<file path="config.mk">
export PLATFORM = sky130hd
export DESIGN_NAME = vlsu_req_sched
export DESIGN_NICKNAME = d
export VERILOG_FILES = /design/src/rtl/vlsu_pkg.sv /design/src/rtl/rr_arb_lock.sv /design/src/rtl/vlsu_req_sched.sv
export SDC_FILE = /design/constraint.sdc
export NUM_CORES = 1
export LEC_CHECK = 0
export ABC_AREA = 0
export BUFFER_PORTS_ARGS = -buffer_cell sky130_fd_sc_hd__buf_2
export CAP_MARGIN = 10
export CORE_MARGIN = 2
export CORE_UTILIZATION = 30
export DETAILED_ROUTE_END_ITERATION = 12
export SLEW_MARGIN = 5
export SYNTH_ARGS = -nofsm -noshare
export SYNTH_HDL_FRONTEND = slang
export SYNTH_SLANG_ARGS = --single-unit
</file>
<file path="constraint.sdc">
create_clock -name clk_i -period 6.7 [get_ports clk_i]
set_input_delay 0 -clock clk_i [delete_from_list [all_inputs] [get_ports clk_i]]
set_output_delay 0 -clock clk_i [all_outputs]
set_load 0.02 [all_outputs]
</file>
<file path="src/rtl/vlsu_pkg.sv">
// Shared constants and types for the VLSU request scheduler.
package vlsu_pkg;

  localparam int unsigned NrReqDefault    = 2;
  localparam int unsigned MaxOutstDefault = 4;

  typedef logic [$clog2(NrReqDefault)-1:0] sched_src_t;

endpackage

</file>
<file path="src/rtl/rr_arb_lock.sv">
// Round-robin arbiter with a drain lock that holds off all other sources while the
// source at the pointer waits for the opposite-type counter to drain.
module rr_arb_lock #(
  parameter int unsigned NrReq = 2
) (
  input  logic                     clk_i,
  input  logic                     rst_i,
  input  logic [NrReq-1:0]         valid_i,
  input  logic [NrReq-1:0]         eligible_i,
  input  logic [NrReq-1:0]         conflict_only_i,
  input  logic                     grant_i,
  output logic [NrReq-1:0]         winner_o,
  output logic [$clog2(NrReq)-1:0] winner_idx_o
);

  localparam int unsigned SrcW = $clog2(NrReq);

  logic [SrcW-1:0] rr_q, rr_d, win_idx;
  logic            lock_q, lock_d, lock_active, found;
  int unsigned     idx;

  always_comb begin
    idx         = 0;
    found       = 1'b0;
    win_idx     = rr_q;
    // The lock only takes effect while the pointed-to source keeps its request up.
    lock_active = valid_i[rr_q] & (lock_q | conflict_only_i[rr_q]);
    if (lock_active) begin
      found = eligible_i[rr_q];
    end else begin
      for (int unsigned k = 0; k < NrReq; k++) begin
        idx = (32'(rr_q) + k) % NrReq;
        if (!found && eligible_i[idx]) begin
          found   = 1'b1;
          win_idx = SrcW'(idx);
        end
      end
    end

    winner_o = '0;
    if (found) winner_o[win_idx] = 1'b1;

    rr_d = rr_q;
    if (grant_i && found) begin
      rr_d = (32'(win_idx) == NrReq - 1) ? '0 : win_idx + SrcW'(1);
    end
    lock_d = lock_active & ~(grant_i & found);
  end

  always_ff @(posedge clk_i) begin
    if (rst_i) begin
      rr_q   <= '0;
      lock_q <= 1'b0;
    end else begin
      rr_q   <= rr_d;
      lock_q <= lock_d;
    end
  end

  assign winner_idx_o = win_idx;

endmodule

</file>
<file path="src/rtl/vlsu_req_sched.sv">
// Arbitrates dispatch sources onto the VLSU request port, keeping loads and stores
// from being in flight together and capping in-flight instructions per type.
module vlsu_req_sched
  import vlsu_pkg::*;
#(
  parameter int unsigned NrReq    = NrReqDefault,
  parameter int unsigned MaxOutst = MaxOutstDefault,
  parameter type         req_t    = logic,
  parameter type         cnt_t    = logic [$clog2(MaxOutst+1)-1:0]
) (
  input  logic                     clk_i,
  input  logic                     rst_i,
  input  logic [NrReq-1:0]         req_valid_i,
  output logic [NrReq-1:0]         req_ready_o,
  input  req_t [NrReq-1:0]         req_i,
  input  logic [NrReq-1:0]         req_is_load_i,
  output logic                     vlsu_req_valid_o,
  input  logic                     vlsu_req_ready_i,
  output req_t                     vlsu_req_o,
  output logic [$clog2(NrReq)-1:0] vlsu_src_o,
  input  logic                     ld_done_i,
  input  logic                     st_done_i,
  output cnt_t                     ld_cnt_o,
  output cnt_t                     st_cnt_o,
  output logic                     idle_o,
  output logic                     err_o
);

  localparam int unsigned SrcW = $clog2(NrReq);

  logic [NrReq-1:0] eligible, conflict_only, winner;
  logic [SrcW-1:0]  win_idx;
  logic             ld_zero, st_zero, ld_room, st_room;
  logic             can_load, accept, win_is_load;
  logic             ld_inc, ld_dec, st_inc, st_dec;

  logic             out_valid_q;
  req_t             out_req_q;
  logic [SrcW-1:0]  out_src_q;
  cnt_t             ld_cnt_q, ld_cnt_d, st_cnt_q, st_cnt_d;
  logic             err_q, err_d;

  always_comb begin
    ld_zero       = (ld_cnt_q == '0);
    st_zero       = (st_cnt_q == '0);
    ld_room       = (ld_cnt_q < cnt_t'(MaxOutst));
    st_room       = (st_cnt_q < cnt_t'(MaxOutst));
    eligible      = '0;
    conflict_only = '0;
    for (int unsigned i = 0; i < NrReq; i++) begin
      if (req_is_load_i[i]) begin
        eligible[i]      = req_valid_i[i] & st_zero & ld_room;
        conflict_only[i] = req_valid_i[i] & ~st_zero & ld_room;
      end else begin
        eligible[i]      = req_valid_i[i] & ld_zero & st_room;
        conflict_only[i] = req_valid_i[i] & ~ld_zero & st_room;
      end
    end
  end

  rr_arb_lock #(
    .NrReq (NrReq)
  ) i_arb (
    .clk_i           (clk_i),
    .rst_i           (rst_i),
    .valid_i         (req_valid_i),
    .eligible_i      (eligible),
    .conflict_only_i (conflict_only),
    .grant_i         (accept),
    .winner_o        (winner),
    .winner_idx_o    (win_idx)
  );

  always_comb begin
    can_load    = ~out_valid_q | vlsu_req_ready_i;
    req_ready_o = rst_i ? '0 : (winner & {NrReq{can_load}});
    accept      = |req_ready_o;
    win_is_load = req_is_load_i[win_idx];

    // A done pulse against an empty counter is an error and must not wrap the count.
    ld_inc = accept & win_is_load;
    st_inc = accept & ~win_is_load;
    ld_dec = ld_done_i & ~ld_zero;
    st_dec = st_done_i & ~st_zero;

    ld_cnt_d = ld_cnt_q;
    if (ld_inc && !ld_dec) ld_cnt_d = ld_cnt_q + cnt_t'(1);
    else if (!ld_inc && ld_dec) ld_cnt_d = ld_cnt_q - cnt_t'(1);
    st_cnt_d = st_cnt_q;
    if (st_inc && !st_dec) st_cnt_d = st_cnt_q + cnt_t'(1);
    else if (!st_inc && st_dec) st_cnt_d = st_cnt_q - cnt_t'(1);

    err_d = err_q | (ld_done_i & ld_zero) | (st_done_i & st_zero);
  end

  always_ff @(posedge clk_i) begin
    if (rst_i) begin
      out_valid_q <= 1'b0;
      out_req_q   <= '0;
      out_src_q   <= '0;
      ld_cnt_q    <= '0;
      st_cnt_q    <= '0;
      err_q       <= 1'b0;
    end else begin
      if (can_load) out_valid_q <= accept;
      if (accept) begin
        out_req_q <= req_i[win_idx];
        out_src_q <= win_idx;
      end
      ld_cnt_q <= ld_cnt_d;
      st_cnt_q <= st_cnt_d;
      err_q    <= err_d;
    end
  end

  assign vlsu_req_valid_o = out_valid_q;
  assign vlsu_req_o       = out_req_q;
  assign vlsu_src_o       = out_src_q;
  assign ld_cnt_o         = ld_cnt_q;
  assign st_cnt_o         = st_cnt_q;
  assign idle_o           = ~out_valid_q & ld_zero & st_zero;
  assign err_o            = err_q;

endmodule

</file>
==> impl_metrics.py <==
metrics = {
    "status": {
        "run_status": "completed",
    },
    "logic_synthesis": {
        "synth-seq-area-share_pct": 32.5,
        "synth_warnings": 0,
        "synth_enable_flop_cells": 0,
        "netlist.top_cell.by_area": "dfxtp_1",
        "synth-main-ff-cell": "dfxtp_1",
        "ys_top_cells_by_count": "12 x dfxtp_1, 10 x nor2_1, 8 x nor3_1",
        "syn-cell-area_um2": 739,
        "avgSynthCellArea_um2": 9.24,
        "synth_top_cell_area_share_pct": 32.5,
        "synth.ff_latch_count": 12,
        "synth.most_common_cell": "dfxtp_1",
        "post_synth_net_total": 95,
        "synth_cell_type_count": 31,
        "largest_cells_by_area_after_synthesis": "dfxtp_1 32%, mux2i_1 6.8%, fa_1 5.4%",
        "syn_inst": 80,
        "share_of_flip_flops_with_an_asynchronous_set_or_reset_after_synthesis_pct": 0,
    },
    "routing": {
        "drt_iter0_drc": 6,
        "via_count": 681,
        "drt-pass1-iter-count": 2,
        "antenna_left": 0,
        "vias_per_cell": 5.01,
        "route.final.wire_length_um": 1580,
        "drcViolationCount": 0,
        "wire_per_inst_um": 11.6,
    },
    "cts": {
        "cts_hold_repair.buffers": 2,
        "worstSkewPairLatency_ns": 0.27,
        "tritoncts": "built",
        "clk_root_buffer_cell": "clkbuf_4",
        "path_clk_slew_ns": 0.09,
        "cts-resized-gates": 0,
        "h-tree-depth": 1,
        "clock-sinks": 12,
        "numCtsBuffers": 3,
        "cts_setup_buffers": 0,
        "clk_path_buf_depth": 2,
    },
    "pwr": {
        "power_frac_seq_pct": 29.7,
        "power.share.clock_pct": 13.9,
        "intPower_w": 0.000234,
        "power_per_cell_area_nw_per_um2": 448,
        "comb_power_share_pct": 56.4,
        "power.leakage_nw": 0.439,
        "peakVddDrop_mv": 0.221,
        "total_switching_power_w": 0.000188,
        "power.share.switching_pct": 44.6,
        "fin_total_pwr_w": 0.000422,
    },
    "floorplanning": {
        "height_of_the_die_um": 53.6,
        "core_area_um2": 2280,
        "floorplan.initialDensity_pct": 32.5,
        "die_area_um2": 2880,
        "floorplan.die.width_um": 53.6,
        "rows": 17,
        "io-pin-count": 24,
    },
    "placement": {
        "final_wtd_congestion": 0.743,
        "placed_cells": 130,
        "dpl_worst_slack_ns": 3.70,
        "detailedPlacementHpwl_um": 1270,
        "port_buffers": 23,
    },
    "global_route": {
        "overflow": 0,
        "maximum_number_of_pins_on_one_net_before_global_route_repair": 14,
        "number_of_antenna_violations_at_the_first_check_in_global_routing": 0,
        "wire_length_of_the_first_global_routing_pass_um": 2820,
        "global_route.usage.total_pct": 13.5,
        "grt_pass1_vias": 670,
    },
    "critical_path": {
        "setup.worst_path.start": "st_cnt_o[0]$_SDFFE_PP0P_",
        "crit_path_max_incr_delay_ns": 0.40,
        "crit_arrival_ns": 3.23,
        "timing.critical_path.to_type": "register",
        "critical_path_cell_by_cell": "nor3b_1, o211ai_1, o21a_1, a31oi_2, mux2i_1, and2_1, ha_1, inv_1, fa_1, xor2_1, or3_1, a21oi_1",
        "r2r_start": "st_cnt_o[0]$_SDFFE_PP0P_",
        "critical_path_required_ns": 6.91,
        "rr_worst_depth": 12,
        "r2r_end": "st_cnt_o[2]$_SDFFE_PP0P_",
        "timing.critical_path.to": "st_cnt_o[2]$_SDFFE_PP0P_",
        "worst-setup-path-type": "register to register",
        "startpoint_type": "register",
        "reg2reg_slack_ns": 3.69,
        "critical_path.max_fanout": 7,
        "critical_path.slowest_cell": "dfxtp_1",
    },
    "worst_hold_path": {
        "hold_path.class": "primary input to register",
    },
    "cells_and_area": {
        "final_net_count": 124,
        "areaGrowthSynthToFinish_pct": 27.4,
        "layoutNonFillerInstCount": 136,
        "n_antenna_cell": 0,
        "drive_gt1_share_pct": 32.4,
        "fill_cells": 227,
    },
    "sta": {
        "final_min_period_over_clock_period_pct": 45.0,
        "period_minus_slack_ns": 3.01,
        "clock.fmax_ghz": 0.332,
        "final-max-slew-violation-count": 0,
        "rsz0062_at_grt": "no",
        "postLayoutSetupSlackWorst_ns": 3.69,
        "worstMarginPinSlew_ns": 0.472,
        "slew_headroom_pct": 68.4,
        "final.setup_skew_ns": 0.00699,
        "timing.final.hold_violations": 0,
        "fin_tns_setup_ns": 0,
        "setup-violations-final": 0,
    },
    "job": {
        "drv_cap": 0,
    },
}
==> worst min-delay path by stage <==
| stage | from | endpoint | slack, ns | cells after the start |
|---|---|---|---|---|
| floorplan | rst_i | req_ready_o[1] | 0.1 | 1 |
| global placement | st_done_i | err_o$_SDFF_PP0_ | 0.27 | 3 |
| detailed placement | st_done_i | err_o$_SDFF_PP0_ | 0.27 | 3 |
| CTS | rst_i | st_cnt_o[1]$_SDFFE_PP0P_ | 0.07 | 2 |
| global route | rst_i | st_cnt_o[1]$_SDFFE_PP0P_ | 0.08 | 2 |
| finish | rst_i | st_cnt_o[1]$_SDFFE_PP0P_ | 0.07 | 2 |
==> through the flow <==
step / hold WS, ns / area, um2 / utilization (%)
floorplan: 0.0963 / 739 / -
global placement: 0.273 / 886 / 38.9
detailed placement: 0.272 / 886 / 38.9
CTS: 0.0740 / 942 / 41.4
global route: 0.0799 / 942 / 41.4
finish: 0.0745 / 942 / 41.4
==> cell type report <==
| type | instances | area [um2] | share of cell area, % |
|---|---|---|---|
| Sequential cell | 12 | 240 | 25.5 |
| Tap cell | 28 | 35.0 | 3.72 |
| Multi-Input combinational cell | 65 | 488 | 51.8 |
| Clock buffer | 4 | 36.3 | 3.85 |
| Timing Repair Buffer | 25 | 135 | 14.3 |
| Inverter | 2 | 7.51 | 0.797 |
==> critical path: cells and delay by family (launching register included) <==
| family | cells | cell delay [ns] |
|---|---|---|
| flip-flops | 1 | 0.40 |
| AO/OA/AOI/OAI | 4 | 0.85 |
| XOR/XNOR | 1 | 0.16 |
| adder cells (fa/ha/maj) | 2 | 0.56 |
| AND/OR/NAND/NOR | 3 | 0.67 |
| buffers and inverters | 1 | 0.06 |
| multiplexers | 1 | 0.25 |
==> state kept, by name (all words and copies together) (netlist names) <==
register	cells
err_o	1
st_cnt_o	3
ld_cnt_o	3
vlsu_req_o	1
i_arb.rr_q	1
i_arb.lock_q	1
vlsu_req_valid_o	1
vlsu_src_o	1
==> metal layers <==
metal | wire, um | track usage (%)
met4 | 10 | 6.41
met1 | 729 | 16.3
met3 | 97 | 3.06
met2 | 740 | 22.6
met5 | 0 | 0
==> power by group through the flow <==
stage / combinational, W / clock, W / sequential (W)
global route: 0.000268 / 0.0000653 / 0.000131
CTS: 0.000241 / 0.0000615 / 0.000126
finish: 0.000238 / 0.0000587 / 0.000125
global placement: 0.000232 / 0 / 0.000127
floorplan: 0.000159 / 0 / 0.000145
detailed placement: 0.000234 / 0 / 0.000127
==> layout by cell type, fill, tap and decap left out, types with 2 or more instances in the layout <==
cell type and count:
nor2_1 10, or3_1 4, buf_2 23, nor3b_1 2
a21oi_1 3, nor2b_1 2, a21o_1 2, xor2_1 4
inv_1 2, nand2_1 3, fa_1 2, o21ai_0 3
dfxtp_1 12, clkbuf_4 3, nor3_1 8, dlygate4sd3_1 2
mux2i_1 5, ha_1 2
==> kinds of logic after synthesis <==
group,synth area share [%]
AND/OR/NAND/NOR,24.4
multiplexers,6.77
AO/OA/AOI/OAI,21.3
buffers and inverters,1.52
flip-flops,32.5
XOR/XNOR,4.74
adder cells (fa/ha/maj),8.80
(Power assumes the default switching activity.)
